<file path="src/rtl/spi_burst_sequencer_if.sv">
// Sequencer bus bundle: conditioned SPI strobes and shift-register data in,
// memory request/grant handshake and latch/buffer/memory controls out.
interface spi_burst_sequencer_if #(
  parameter int unsigned ADDR_W = 7,
  parameter int unsigned DATA_W = 8
);
  logic              cs_n;
  logic              sclk_pos;
  logic              sclk_neg;
  logic [DATA_W-1:0] sr_pdata;
  logic              mem_grant;
  logic              mem_req;
  logic              ad_we;
  logic              sr_load;
  logic              dm_we;
  logic              miso_en;
  logic [ADDR_W-1:0] addr;
  logic              busy;
  logic              err;

  // master: SPI front end / memory arbiter side; slave: the sequencer
  modport master (
    output cs_n, sclk_pos, sclk_neg, sr_pdata, mem_grant,
    input  mem_req, ad_we, sr_load, dm_we, miso_en, addr, busy, err
  );

  modport slave (
    input  cs_n, sclk_pos, sclk_neg, sr_pdata, mem_grant,
    output mem_req, ad_we, sr_load, dm_we, miso_en, addr, busy, err
  );
endinterface

</file>
<file path="src/rtl/spi_burst_sequencer.sv">
// SPI slave memory-path transaction sequencer: address decode, memory request/grant, MISO enable.
// SPI_SEQ_BURST_EN defined: auto-increment bursts; undefined: one data byte per CS window.
module spi_burst_sequencer #(
  parameter int unsigned ADDR_W = 7,
  parameter int unsigned DATA_W = 8
) (
  input logic                  clk,
  input logic                  rst_n,
  spi_burst_sequencer_if.slave bus
);

`ifdef SPI_SEQ_BURST_EN
  localparam bit BURST = 1'b1;
`else
  localparam bit BURST = 1'b0;
`endif

  localparam int unsigned      CNT_W    = (DATA_W > 1) ? $clog2(DATA_W) : 1;
  localparam logic [CNT_W-1:0] LAST_BIT = CNT_W'(DATA_W - 1);

  typedef enum logic [2:0] {
    IDLE     = 3'd0,
    GET_ADDR = 3'd1,
    DECODE   = 3'd2,
    RD_REQ   = 3'd3,
    RD_SHIFT = 3'd4,
    WR_SHIFT = 3'd5,
    WR_REQ   = 3'd6,
    HOLD     = 3'd7
  } state_e;

  state_e            state_q;
  state_e            state_nxt;
  logic [CNT_W-1:0]  cnt_q;
  logic [ADDR_W-1:0] addr_q;
  logic [ADDR_W-1:0] addr_nxt;
  logic              err_q;
  logic              err_nxt;
  logic              miso_en_q;
  logic              miso_en_nxt;
  logic              busy_q;
  logic              ad_we_q;
  logic              mem_req_q;
  logic              sr_load_c;
  logic              dm_we_c;
  logic              counting;
  logic              byte_done;
  logic              in_req;
  logic              overrun;

  assign counting  = (state_q == GET_ADDR) || (state_q == RD_SHIFT) || (state_q == WR_SHIFT);
  assign byte_done = counting && bus.sclk_pos && (cnt_q == LAST_BIT);

  // State register
  always_ff @(posedge clk or negedge rst_n) begin
    if (!rst_n) begin
      state_q <= IDLE;
    end else begin
      state_q <= state_nxt;
    end
  end

  // Next state: chip-select release overrides everything, then overrun beats grant
  always_comb begin
    state_nxt = state_q;
    if ((state_q != IDLE) && bus.cs_n) begin
      state_nxt = IDLE;
    end else begin
      case (state_q)
        IDLE:     if (!bus.cs_n) state_nxt = GET_ADDR;
        GET_ADDR: if (byte_done) state_nxt = DECODE;
        DECODE:   state_nxt = bus.sr_pdata[0] ? RD_REQ : WR_SHIFT;
        RD_REQ: begin
          if (bus.sclk_pos)       state_nxt = HOLD;
          else if (bus.mem_grant) state_nxt = RD_SHIFT;
        end
        RD_SHIFT: if (byte_done) state_nxt = BURST ? RD_REQ : HOLD;
        WR_SHIFT: if (byte_done) state_nxt = WR_REQ;
        WR_REQ: begin
          if (bus.sclk_pos)       state_nxt = HOLD;
          else if (bus.mem_grant) state_nxt = BURST ? WR_SHIFT : HOLD;
        end
        HOLD:     state_nxt = HOLD;
        default:  state_nxt = IDLE;
      endcase
    end
  end

  // Outputs: grant-qualified strobes plus next values of the registered controls
  always_comb begin
    in_req      = (state_q == RD_REQ) || (state_q == WR_REQ);
    overrun     = in_req && !bus.cs_n && bus.sclk_pos;
    sr_load_c   = (state_q == RD_REQ) && (state_nxt == RD_SHIFT);
    dm_we_c     = (state_q == WR_REQ) && !bus.cs_n && !bus.sclk_pos && bus.mem_grant;
    addr_nxt    = addr_q;
    err_nxt     = err_q;
    miso_en_nxt = miso_en_q;

    if ((state_q == DECODE) && (state_nxt != IDLE)) begin
      addr_nxt = bus.sr_pdata[ADDR_W:1];
    end else if (BURST && (((state_q == RD_SHIFT) && (state_nxt == RD_REQ)) ||
                           ((state_q == WR_REQ) && (state_nxt == WR_SHIFT)))) begin
      addr_nxt = addr_q + ADDR_W'(1);
    end

    if ((state_q == IDLE) && (state_nxt == GET_ADDR)) begin
      err_nxt = 1'b0;
    end else if (overrun) begin
      err_nxt = 1'b1;
    end

    // Once parked in HOLD, let the last driven bit finish its SCLK phase before release
    if (state_nxt == IDLE) begin
      miso_en_nxt = 1'b0;
    end else if (sr_load_c) begin
      miso_en_nxt = 1'b1;
    end else if ((state_q == HOLD) && bus.sclk_neg) begin
      miso_en_nxt = 1'b0;
    end
  end

  // Bit counter and registered controls
  always_ff @(posedge clk or negedge rst_n) begin
    if (!rst_n) begin
      cnt_q     <= '0;
      addr_q    <= '0;
      err_q     <= 1'b0;
      miso_en_q <= 1'b0;
      busy_q    <= 1'b0;
      ad_we_q   <= 1'b0;
      mem_req_q <= 1'b0;
    end else begin
      if (state_nxt != state_q) begin
        cnt_q <= '0;
      end else if (counting && bus.sclk_pos) begin
        cnt_q <= cnt_q + CNT_W'(1);
      end
      addr_q    <= addr_nxt;
      err_q     <= err_nxt;
      miso_en_q <= miso_en_nxt;
      busy_q    <= (state_nxt != IDLE);
      ad_we_q   <= (state_nxt == DECODE);
      mem_req_q <= (state_nxt == RD_REQ) || (state_nxt == WR_REQ);
    end
  end

  assign bus.mem_req = mem_req_q;
  assign bus.ad_we   = ad_we_q;
  assign bus.sr_load = sr_load_c;
  assign bus.dm_we   = dm_we_c;
  assign bus.miso_en = miso_en_q;
  assign bus.addr    = addr_q;
  assign bus.busy    = busy_q;
  assign bus.err     = err_q;

endmodule

</file>
<file path="src/flat_wrapper.sv">
// flat-port wrapper written by rule: the top's interface ports become plain ports
module spi_burst_sequencer_flat 
#(
  parameter int unsigned ADDR_W = 7,
  parameter int unsigned DATA_W = 8
)
  (clk, rst_n, bus_cs_n, bus_sclk_pos, bus_sclk_neg, bus_sr_pdata, bus_mem_grant, bus_mem_req, bus_ad_we, bus_sr_load, bus_dm_we, bus_miso_en, bus_addr, bus_busy, bus_err);
  spi_burst_sequencer_if #(.ADDR_W(ADDR_W), .DATA_W(DATA_W)) bus_i ();
  input logic clk;
  input logic rst_n;
  input wire logic [$bits(bus_i.cs_n)-1:0] bus_cs_n;
  input wire logic [$bits(bus_i.sclk_pos)-1:0] bus_sclk_pos;
  input wire logic [$bits(bus_i.sclk_neg)-1:0] bus_sclk_neg;
  input wire logic [$bits(bus_i.sr_pdata)-1:0] bus_sr_pdata;
  input wire logic [$bits(bus_i.mem_grant)-1:0] bus_mem_grant;
  output wire logic [$bits(bus_i.mem_req)-1:0] bus_mem_req;
  output wire logic [$bits(bus_i.ad_we)-1:0] bus_ad_we;
  output wire logic [$bits(bus_i.sr_load)-1:0] bus_sr_load;
  output wire logic [$bits(bus_i.dm_we)-1:0] bus_dm_we;
  output wire logic [$bits(bus_i.miso_en)-1:0] bus_miso_en;
  output wire logic [$bits(bus_i.addr)-1:0] bus_addr;
  output wire logic [$bits(bus_i.busy)-1:0] bus_busy;
  output wire logic [$bits(bus_i.err)-1:0] bus_err;
  assign bus_i.cs_n = bus_cs_n;
  assign bus_i.sclk_pos = bus_sclk_pos;
  assign bus_i.sclk_neg = bus_sclk_neg;
  assign bus_i.sr_pdata = bus_sr_pdata;
  assign bus_i.mem_grant = bus_mem_grant;
  assign bus_mem_req = bus_i.mem_req;
  assign bus_ad_we = bus_i.ad_we;
  assign bus_sr_load = bus_i.sr_load;
  assign bus_dm_we = bus_i.dm_we;
  assign bus_miso_en = bus_i.miso_en;
  assign bus_addr = bus_i.addr;
  assign bus_busy = bus_i.busy;
  assign bus_err = bus_i.err;
  spi_burst_sequencer #(.ADDR_W(ADDR_W), .DATA_W(DATA_W)) u_core (.clk(clk), .rst_n(rst_n), .bus(bus_i));
endmodule
</file>
<file path="config.mk">
export PLATFORM = sky130hd
export DESIGN_NAME = spi_burst_sequencer_flat
export DESIGN_NICKNAME = d
export VERILOG_FILES = /design/src/rtl/spi_burst_sequencer_if.sv /design/src/rtl/spi_burst_sequencer.sv /design/src/flat_wrapper.sv
export SDC_FILE = /design/constraint.sdc
export NUM_CORES = 1
export LEC_CHECK = 0
export BUFFER_PORTS_ARGS = -buffer_cell sky130_fd_sc_hd__buf_2
export CAP_MARGIN = 40
export CORE_MARGIN = 1
export CORE_UTILIZATION = 44
export DETAILED_ROUTE_END_ITERATION = 10
export GPL_ROUTABILITY_DRIVEN = 0
export PLACE_DENSITY = 0.73
export REMOVE_ABC_BUFFERS = 1
export SLEW_MARGIN = 10
export SYNTH_ARGS = -nofsm -noshare
export SYNTH_HDL_FRONTEND = slang
export SYNTH_SLANG_ARGS = --single-unit
</file>
<file path="constraint.sdc">
create_clock -name clk -period 1.68 [get_ports clk]
set_input_delay 0.504 -clock clk [delete_from_list [all_inputs] [get_ports clk]]
set_output_delay 0.504 -clock clk [all_outputs]
set_load 0.01 [all_outputs]
</file>
=== Word level (Yosys, flattened, before mapping) ===
Cells that the tools add are included.

* Register bits after elaboration: 18
* Bits in latches: 0
* Bits in writable memories: 0
* Bits in read-only memories: 0
* Input port bits: 14
* Output and inout bits: 14
* Logic and storage cells: 66
* Memories: 0

* Add/subtract/negate cells: 1
* Multiply operators: 0
* Divide/modulo/power cells: 0
* Order comparisons: 0
* Equal/unequal tests: 14
* Shift operators: 0
* Muxes and demuxes: 18
* Bitwise logic cells: 0
* Reductions and logical operators: 25

{| class="wikitable"
|+ Operator list
! operator !! count
|-
| 3-bit 2-to-1 mux || 12
|-
| 3-bit one-hot mux with 8 select lines || 1
|-
| 3-bit == test (second input constant) || 7
|-
| 3-bit by 2-bit == test with 1-bit output (second input constant) || 4
|-
| 1-bit logical AND || 12
|-
| 3-bit nonzero test || 3
|-
| 3-bit by 1-bit == test with 1-bit output (second input constant) || 2
|-
| 3-bit zero test || 2
|-
| 1-bit 2-to-1 mux || 5
|-
| 1-bit logical OR || 4
|-
| 2-bit nonzero test || 2
|-
| 3-bit by 1-bit adder with 3-bit output (second input constant) || 1
|-
| 3-bit inequality test || 1
|-
| 1-bit zero test || 2
|}

=== Depth between registers and ports, before layout ===
Gate-level depths: netlist of the first run.

* Word-level depth: 12
* Depth in mapped cells: 6
* Gate-level depth less buffers: 6

=== Least setup slack after synthesis of the first run ===
No wires, ideal clock.

* Path type: register to output
* Start point: register u_core.cnt_q[0]
* End point: output port bus_sr_load
* Arrival time: 1.176 ns
* Data required time: 1.176 ns
* Slack: 0.000 ns
* Stages on the path, launching flop included: 6
* Buffers on the path: 0
* Cell sequence: dfrtp_1 ha_1 ha_1 nand2_2 o22ai_1 and4_1

* Cells in the longest elaborated chain, start to end: 7
* Elaborated cells between the ends (all ways): 9
* Those cells by class: eq/ne (2); mux (5); reduce/logical (2)

{| class="wikitable"
|+ Ends and longest elaborated chain
! element !! RTL line !! source
|-
| start: declaration || spi_burst_sequencer.sv:34 || <nowiki>logic [CNT_W-1:0] cnt_q;</nowiki>
|-
| start signal: assignment || spi_burst_sequencer.sv:136 || <nowiki>cnt_q <= cnt_q + CNT_W'(1);</nowiki>
|-
| 3-bit == test (*) || spi_burst_sequencer.sv:52 || <nowiki>assign byte_done = counting && bus.sclk_pos && (cnt_q == LAST_BIT);</nowiki>
|-
| 1-bit logical AND (*) || spi_burst_sequencer.sv:52 ||
|-
| 3-bit 2-to-1 mux, on equally long branches || spi_burst_sequencer.sv:78, spi_burst_sequencer.sv:71, spi_burst_sequencer.sv:77 ||
|-
| 3-bit one-hot mux with 8 select lines (*) || spi_burst_sequencer.sv:69 || <nowiki>case (state_q)</nowiki>
|-
| 3-bit 2-to-1 mux (*) || spi_burst_sequencer.sv:66 || <nowiki>if ((state_q != IDLE) && bus.cs_n) begin</nowiki>
|-
| 3-bit == test (*) || spi_burst_sequencer.sv:93 || <nowiki>sr_load_c = (state_q == RD_REQ) && (state_nxt == RD_SHIFT);</nowiki>
|-
| 1-bit logical AND (*) || spi_burst_sequencer.sv:93 ||
|-
| end: declaration || flat_wrapper.sv:18 || <nowiki>output wire logic [$bits(bus_i.sr_load)-1:0] bus_sr_load;</nowiki>
|}

Mark *: on every way between the ends. The rest lies on a longest branch, timed or not.

=== Final worst setup path of the first run ===
Same ends and word-level chain as after synthesis.

==> flow_summary.yaml, run 1 <==
power:
  power_mw: 0.837
  internal_power_mw: 0.634
  clkPwrFrac: 0.325
  power_density_nw_per_um2: 648
  seq_power_share: 0.542
  combPwrFrac: 0.133
  peakVddDrop_mv: 0.512
  p_sw_mw: 0.203
  power_switching_share: 0.242
  cellLeakagePower_nw: 0.641
cells_and_area:
  fin_cells: 153
  area_growth_pct: 38.3
  antenna_cells: 0
  finish.net_count: 143
  final.fill_count: 153
  utilization: 0.652
  drive_above_1_share: 0.563
route:
  drt_iter0_markers: 10
  dr.pass1.iters: 4
  met3WireLength_um: 67
  top_layer_used: "met4"
  routedLengthMet1_um: 920
  avgViaCountPerCell: 5.30
  wirelength_um: 2200
  postRouteAntennaNets: 0
  wire_per_inst_um: 14.4
  vias: 811
  drc: 0
  wl_met2_um: 1150
synthesis:
  synthesis.area_um2: 933
  ys_ff_latch: 18
  post_synth_num_cell_types: 36
  synth-main-ff-cell: "dfrtp_1"
  synthCells: 79
  postSynthAreaPerCell_um2: 11.8
  async_reset_ff_frac: 1.00
  synth_seq_area_share: 0.483
  ys.warnings.count: 0
  synth_edf_count: 0
global_routing:
  grt_overflow: 0
  grt_usage: 0.212
  grt_max_degree: 19
  antenna_found_initial: 0
  grt_pass1_vias: 775
  grt_pass1_wl_um: 3220
floorplan:
  die_y_um: 48.1
  ios: 28
  start_util: 0.471
  dieArea_um2: 2310
  num_rows: 16
  die_x_um: 48.1
  core_um2: 1980
timing:
  maxSlewViolCount: 0
  grt_setup_unrepaired: "yes"
  hold_violations: 0
  worstMarginPinSlew_ns: 0.401
  finalWorstPathRequiredPeriod_ns: 2.03
  slew_headroom: 0.732
  setup_viol: 4
  post-route-worst-setup-slack_ns: -0.353
  clock.fmax_mhz: 492
  clock_skew_ns: 0.00711
  fin_crit_sh: 1.21
worst_setup_path:
  crit_path_end_kind: "output port"
  r2r-start: "u_core.cnt_q[0]$_DFFE_PN0P_"
  crit_fanout: 2
  cp.required_ns: 1.18
  r2r_end: "u_core.bus.mem_req$_DFF_PN0_"
  startpoint_type: "flip-flop"
  ff2ff_setup_slack_ns: -0.01
  cp.arrival_ns: 1.53
  ff2ff_path_depth: 6
  path_class: "flip-flop to output port"
job:
  max-cap-violations: 0
clock_network:
  clockRootBuffer: "clkbuf_4"
  ctsHoldBuffers: 0
  clk_pin_slew_ns: 0.11
  cts_tree: "built"
  clockBufferDepth: 2
  cts-buffers-inserted: 3
  htree_levels: 1
  clock-sinks: 18
  insertion_delay_ns: 0.30
placement:
  portBuffers: 27
  dp_slack_ns: -0.229
  place_inst: 141
  dp_hpwl_um: 1500
outcome:
  failed_checks: "negative setup slack"
  status: "finished, violations left"
hold_path:
  holdCritPathClass: "input pin to asynchronous set/reset pin"
-- layout make-up --
type                    count  area (µm²)  area share
repair buffers             47         285       0.221
multi-input cells          56         482       0.373
flip-flops and latches     18         450       0.349
clock buffers               4        36.3      0.0281
inverters                   1        3.75     0.00291
well taps                  27        33.8      0.0262
-- stage by stage --
stage / cell area, µm² / hold WS (ns) / setup TNS [ns]
5_1_grt: 1290 / 0.108 / -0.825
4_1_cts: 1270 / 0.114 / -0.535
6_report: 1290 / 0.102 / -0.525
2_1_floorplan: 908 / 0.208 / -0.0190
3_3_place_gp: 1170 / 0.453 / -0.343
3_5_place_dp: 1170 / 0.456 / -0.455
-- sequential cells by signal, summed over array words and instances, names as in the netlist --
name / count
u_core.bus.addr: 7
u_core.cnt_q: 3
u_core.state_q: 3
u_core.bus.ad_we: 1
u_core.bus.busy: 1
u_core.bus.err: 1
u_core.bus.mem_req: 1
u_core.bus.miso_en: 1
-- cells in the final DEF, fill, tap and decap left out, types with 2 or more instances in the layout --
cell type / n
buf_2: 27
buf_4: 20
dfrtp_1: 18
mux2_2: 8
nor2_1: 5
nor3_1: 5
a21oi_1: 4
nor2b_1: 3
clkbuf_4: 3
nand2b_1: 2
a31oi_1: 2
mux2i_1: 2
-- power groups by stage --
| stage | clock (mW) | combinational (mW) | sequential, mW |
|---|---|---|---|
| 6_report | 0.272 | 0.111 | 0.454 |
| 5_1_grt | 0.303 | 0.123 | 0.457 |
| 4_1_cts | 0.281 | 0.107 | 0.454 |
| 3_5_place_dp | 0 | 0.105 | 0.462 |
| 3_3_place_gp | 0 | 0.101 | 0.460 |
| 2_1_floorplan | 0 | 0.0353 | 0.469 |
-- worst max-delay path, cell delays in order (launching register included) --
cell and delay (ns):
dfrtp_1 0.39, ha_2 0.20, ha_4 0.13, nand2_2 0.05, o22ai_2 0.09, and4_1 0.22
buf_2 0.14
-- per-layer routing --
metal  track usage  vias up
li1              -      388
met1         0.223      400
met2         0.365       16
met3        0.0566        7
met4         0.144        0
met5             0        -
-- cell families (layout without fill, tap and decap cells) --
group | count (synthesis) | count (layout) | share of synthesized area
mux | 10 | 10 | 0.118
buf+inv | 5 | 52 | 0.0308
xor+xnor | 2 | 2 | 0.0188
fa+ha+maj | 2 | 2 | 0.0268
compound gates | 16 | 16 | 0.126
simple gates | 26 | 26 | 0.197
flops | 18 | 18 | 0.483
-- synthesized netlist by cell type, drive strengths merged (2+ instances only) --
cell,n,area [µm²]
dfrtp,18,450
mux2,8,90.1
nor3,6,41.3
nor2,5,18.8
a21oi,4,20.0
buf,4,25.0
nand2b,3,21.3
nor2b,3,18.8
a31oi,2,12.5
ha,2,25.0
mux2i,2,20.0
nor4,2,18.8
-- how the worst max path moves through the flow --
stage                       end  cells after the start  slack [ns]                         from
floorplan           bus_sr_load                      3       -0.02  u_core.state_q[2]$_DFF_PN0_
global placement    bus_sr_load                      5       -0.18                 bus_sclk_pos
detailed placement  bus_sr_load                      5       -0.23                 bus_sclk_pos
CTS                 bus_sr_load                      6       -0.35  u_core.cnt_q[1]$_DFFE_PN0P_
global route        bus_sr_load                      6       -0.45  u_core.cnt_q[0]$_DFFE_PN0P_
finish              bus_sr_load                      6       -0.35  u_core.cnt_q[0]$_DFFE_PN0P_
-- timing repair --
action / in CTS / in global routing
gates resized for setup: 5 / 0
hold endpoints to repair: 0 / 0
cloned: 0 / 0
pin swaps: 4 / 2
setup endpoints to repair: 4 / 4
setup buffers: 5 / 3
Power figures use the tool's default switching activity.
==> run 2: changes to the inputs <==
--- a/config.mk
+++ b/config.mk
@@ -8,10 +8,9 @@
 export BUFFER_PORTS_ARGS = -buffer_cell sky130_fd_sc_hd__buf_2
 export CAP_MARGIN = 40
 export CORE_MARGIN = 1
-export CORE_UTILIZATION = 44
+export CORE_UTILIZATION = 35
 export DETAILED_ROUTE_END_ITERATION = 10
 export GPL_ROUTABILITY_DRIVEN = 0
-export PLACE_DENSITY = 0.73
 export REMOVE_ABC_BUFFERS = 1
 export SLEW_MARGIN = 10
 export SYNTH_ARGS = -nofsm -noshare
==> run 2 against run 1 <==
  * The flow still finishes with violations (negative setup slack)
  * Setup slack better by 0.012 ns
  * First-iteration DRC count decreased by 50%
  * Design area rose by 5.2%
  * Register-to-register slack got worse by 0.13 ns
  * Final cell count grew 3.3%
  * Critical path type unchanged
  * Count of clock-buffer cells in the layout is the same
  * Sequential power hardly changed
  * Clock power hardly changed
  * Largest power group unchanged
  * Die area increased by 25%
==> flow_summary.yaml, run 2 (same netlist as run 1, synthesis figures left out) <==
timing:
  finalSetupTns_ns: -0.622
  slew_headroom: 0.723
  post-route-worst-setup-slack_ns: -0.341
  worstMarginPinSlew_ns: 0.415
  hold_violations: 0
  maxSlewViolCount: 0
  grt_setup_unrepaired: "yes"
  clock_skew_ns: 0.0167
  clock.fmax_mhz: 495
  finalWorstPathRequiredPeriod_ns: 2.02
  setup_viol: 6
  fin_crit_sh: 1.20
floorplan:
  num_rows: 18
  dieArea_um2: 2880
  die_x_um: 53.6
  ios: 28
  start_util: 0.373
  die_y_um: 53.6
  core_um2: 2500
job:
  max-cap-violations: 0
power:
  p_sw_mw: 0.204
  combPwrFrac: 0.136
  clkPwrFrac: 0.324
  power_switching_share: 0.243
  cellLeakagePower_nw: 0.673
  power_density_nw_per_um2: 617
  internal_power_mw: 0.635
  peakVddDrop_mv: 0.438
  seq_power_share: 0.540
outcome:
  status: "finished, violations left"
  failed_checks: "negative setup slack"
route:
  drc: 0
  dr.pass1.iters: 4
  wire_per_inst_um: 13.9
  drt_iter0_markers: 5
  vias: 805
  postRouteAntennaNets: 0
  wirelength_um: 2190
  avgViaCountPerCell: 5.09
clock_network:
  cts_tree: "built"
  cts-buffers-inserted: 3
  clockBufferDepth: 2
  htree_levels: 1
  clk_pin_slew_ns: 0.12
  insertion_delay_ns: 0.30
  clock-sinks: 18
  clockRootBuffer: "clkbuf_4"
worst_setup_path:
  r2r-start: "u_core.cnt_q[1]$_DFFE_PN0P_"
  ff2ff_path_depth: 7
  cp.arrival_ns: 1.52
  startpoint_type: "flip-flop"
  crit_start: "u_core.cnt_q[1]$_DFFE_PN0P_"
  cp.required_ns: 1.18
  crit_fanout: 2
  path_class: "flip-flop to output port"
  crit_path_end_kind: "output port"
global_routing:
  grt_overflow: 0
  grt_pass1_wl_um: 3310
  grt_pass1_vias: 728
  grt_usage: 0.161
  antenna_found_initial: 0
  grt_max_degree: 19
cells_and_area:
  antenna_cells: 0
  drive_above_1_share: 0.609
  area_growth_pct: 45.6
  mostFrequentLayoutCells: "buf_2 (27), buf_4 (20), dfrtp_1 (17), mux2_2 (8), nor2_1 (5)"
  regArea_um2: 452
  final_common_cell: "buf_2"
  finish.net_count: 145
  largest_register_ffs: 7
  multi_input_area_um2: 522
  final.fill_count: 220
placement:
  dp_slack_ns: -0.233
  dp_hpwl_um: 1520
  portBuffers: 27
hold_path:
  holdCritPathClass: "input pin to asynchronous set/reset pin"
-- run 2: cell count changes in the layout (fill, tap and decap cells not counted), sizes merged --
cell  before  now
buf       47   49
-- run 2: area by class of cell --
cell class | count | share of cell area
inverters | 1 | 0.00276
clock buffers | 4 | 0.0267
well taps | 30 | 0.0276
flip-flops and latches | 18 | 0.332
repair buffers | 49 | 0.227
multi-input cells | 56 | 0.384
-- run 2: layer usage --
| metal | global-route usage | vias to the layer above | routed length [µm] |
|---|---|---|---|
| met1 | 0.211 | 398 | 1010 |
| met5 | 0 | - | 0 |
| met4 | 0.0658 | 0 | 13 |
| li1 | - | 392 | - |
| met3 | 0.0254 | 2 | 67 |
| met2 | 0.260 | 13 | 1100 |
-- run 2: final timing paths --
path                                                  end  slack (ns)
max                                           bus_sr_load       -0.34
min                            u_core.bus.err$_DFFE_PN0P_        0.12
max reg2reg                  u_core.bus.mem_req$_DFF_PN0_       -0.14
min reg2reg                u_core.bus.addr[0]$_DFFE_PN0P_        0.51
max in group asynchronous     u_core.state_q[1]$_DFF_PN0_        1.23
min in group clk           u_core.bus.addr[3]$_DFFE_PN0P_        0.43
-- run 2: stage by stage --
step	util	cell area (µm²)	hold slack, ns	instances	power (mW)
2_1_floorplan	-	908	0.208	75	0.505
3_3_place_gp	0.471	1180	0.458	145	0.565
3_5_place_dp	0.471	1180	0.459	145	0.568
4_1_cts	0.515	1290	0.123	152	0.843
5_1_grt	0.544	1360	0.129	158	0.885
6_report	0.544	1360	0.115	158	0.839
-- run 2: power by group through the flow --
stage | Sequential, mW | Combinational (mW) | Clock, mW
after floorplan | 0.469 | 0.0353 | 0
after global placement | 0.461 | 0.104 | 0
after detailed placement | 0.461 | 0.107 | 0
after CTS | 0.453 | 0.111 | 0.279
after global routing | 0.455 | 0.126 | 0.304
final | 0.453 | 0.114 | 0.271
-- run 2: what timing repair did --
action	in CTS	in global routing
setup endpoints to repair	4	4
setup buffers	3	6
hold buffers	0	0
resized for setup	10	5
pin swaps	3	4
-- run 2: critical path: stages (launching register included) --
cell and delay [ns]:
dfrtp_1 0.38, ha_2 0.20, ha_4 0.14, nand2_4 0.05
o22ai_2 0.10, and4_1 0.22, buf_2 0.13
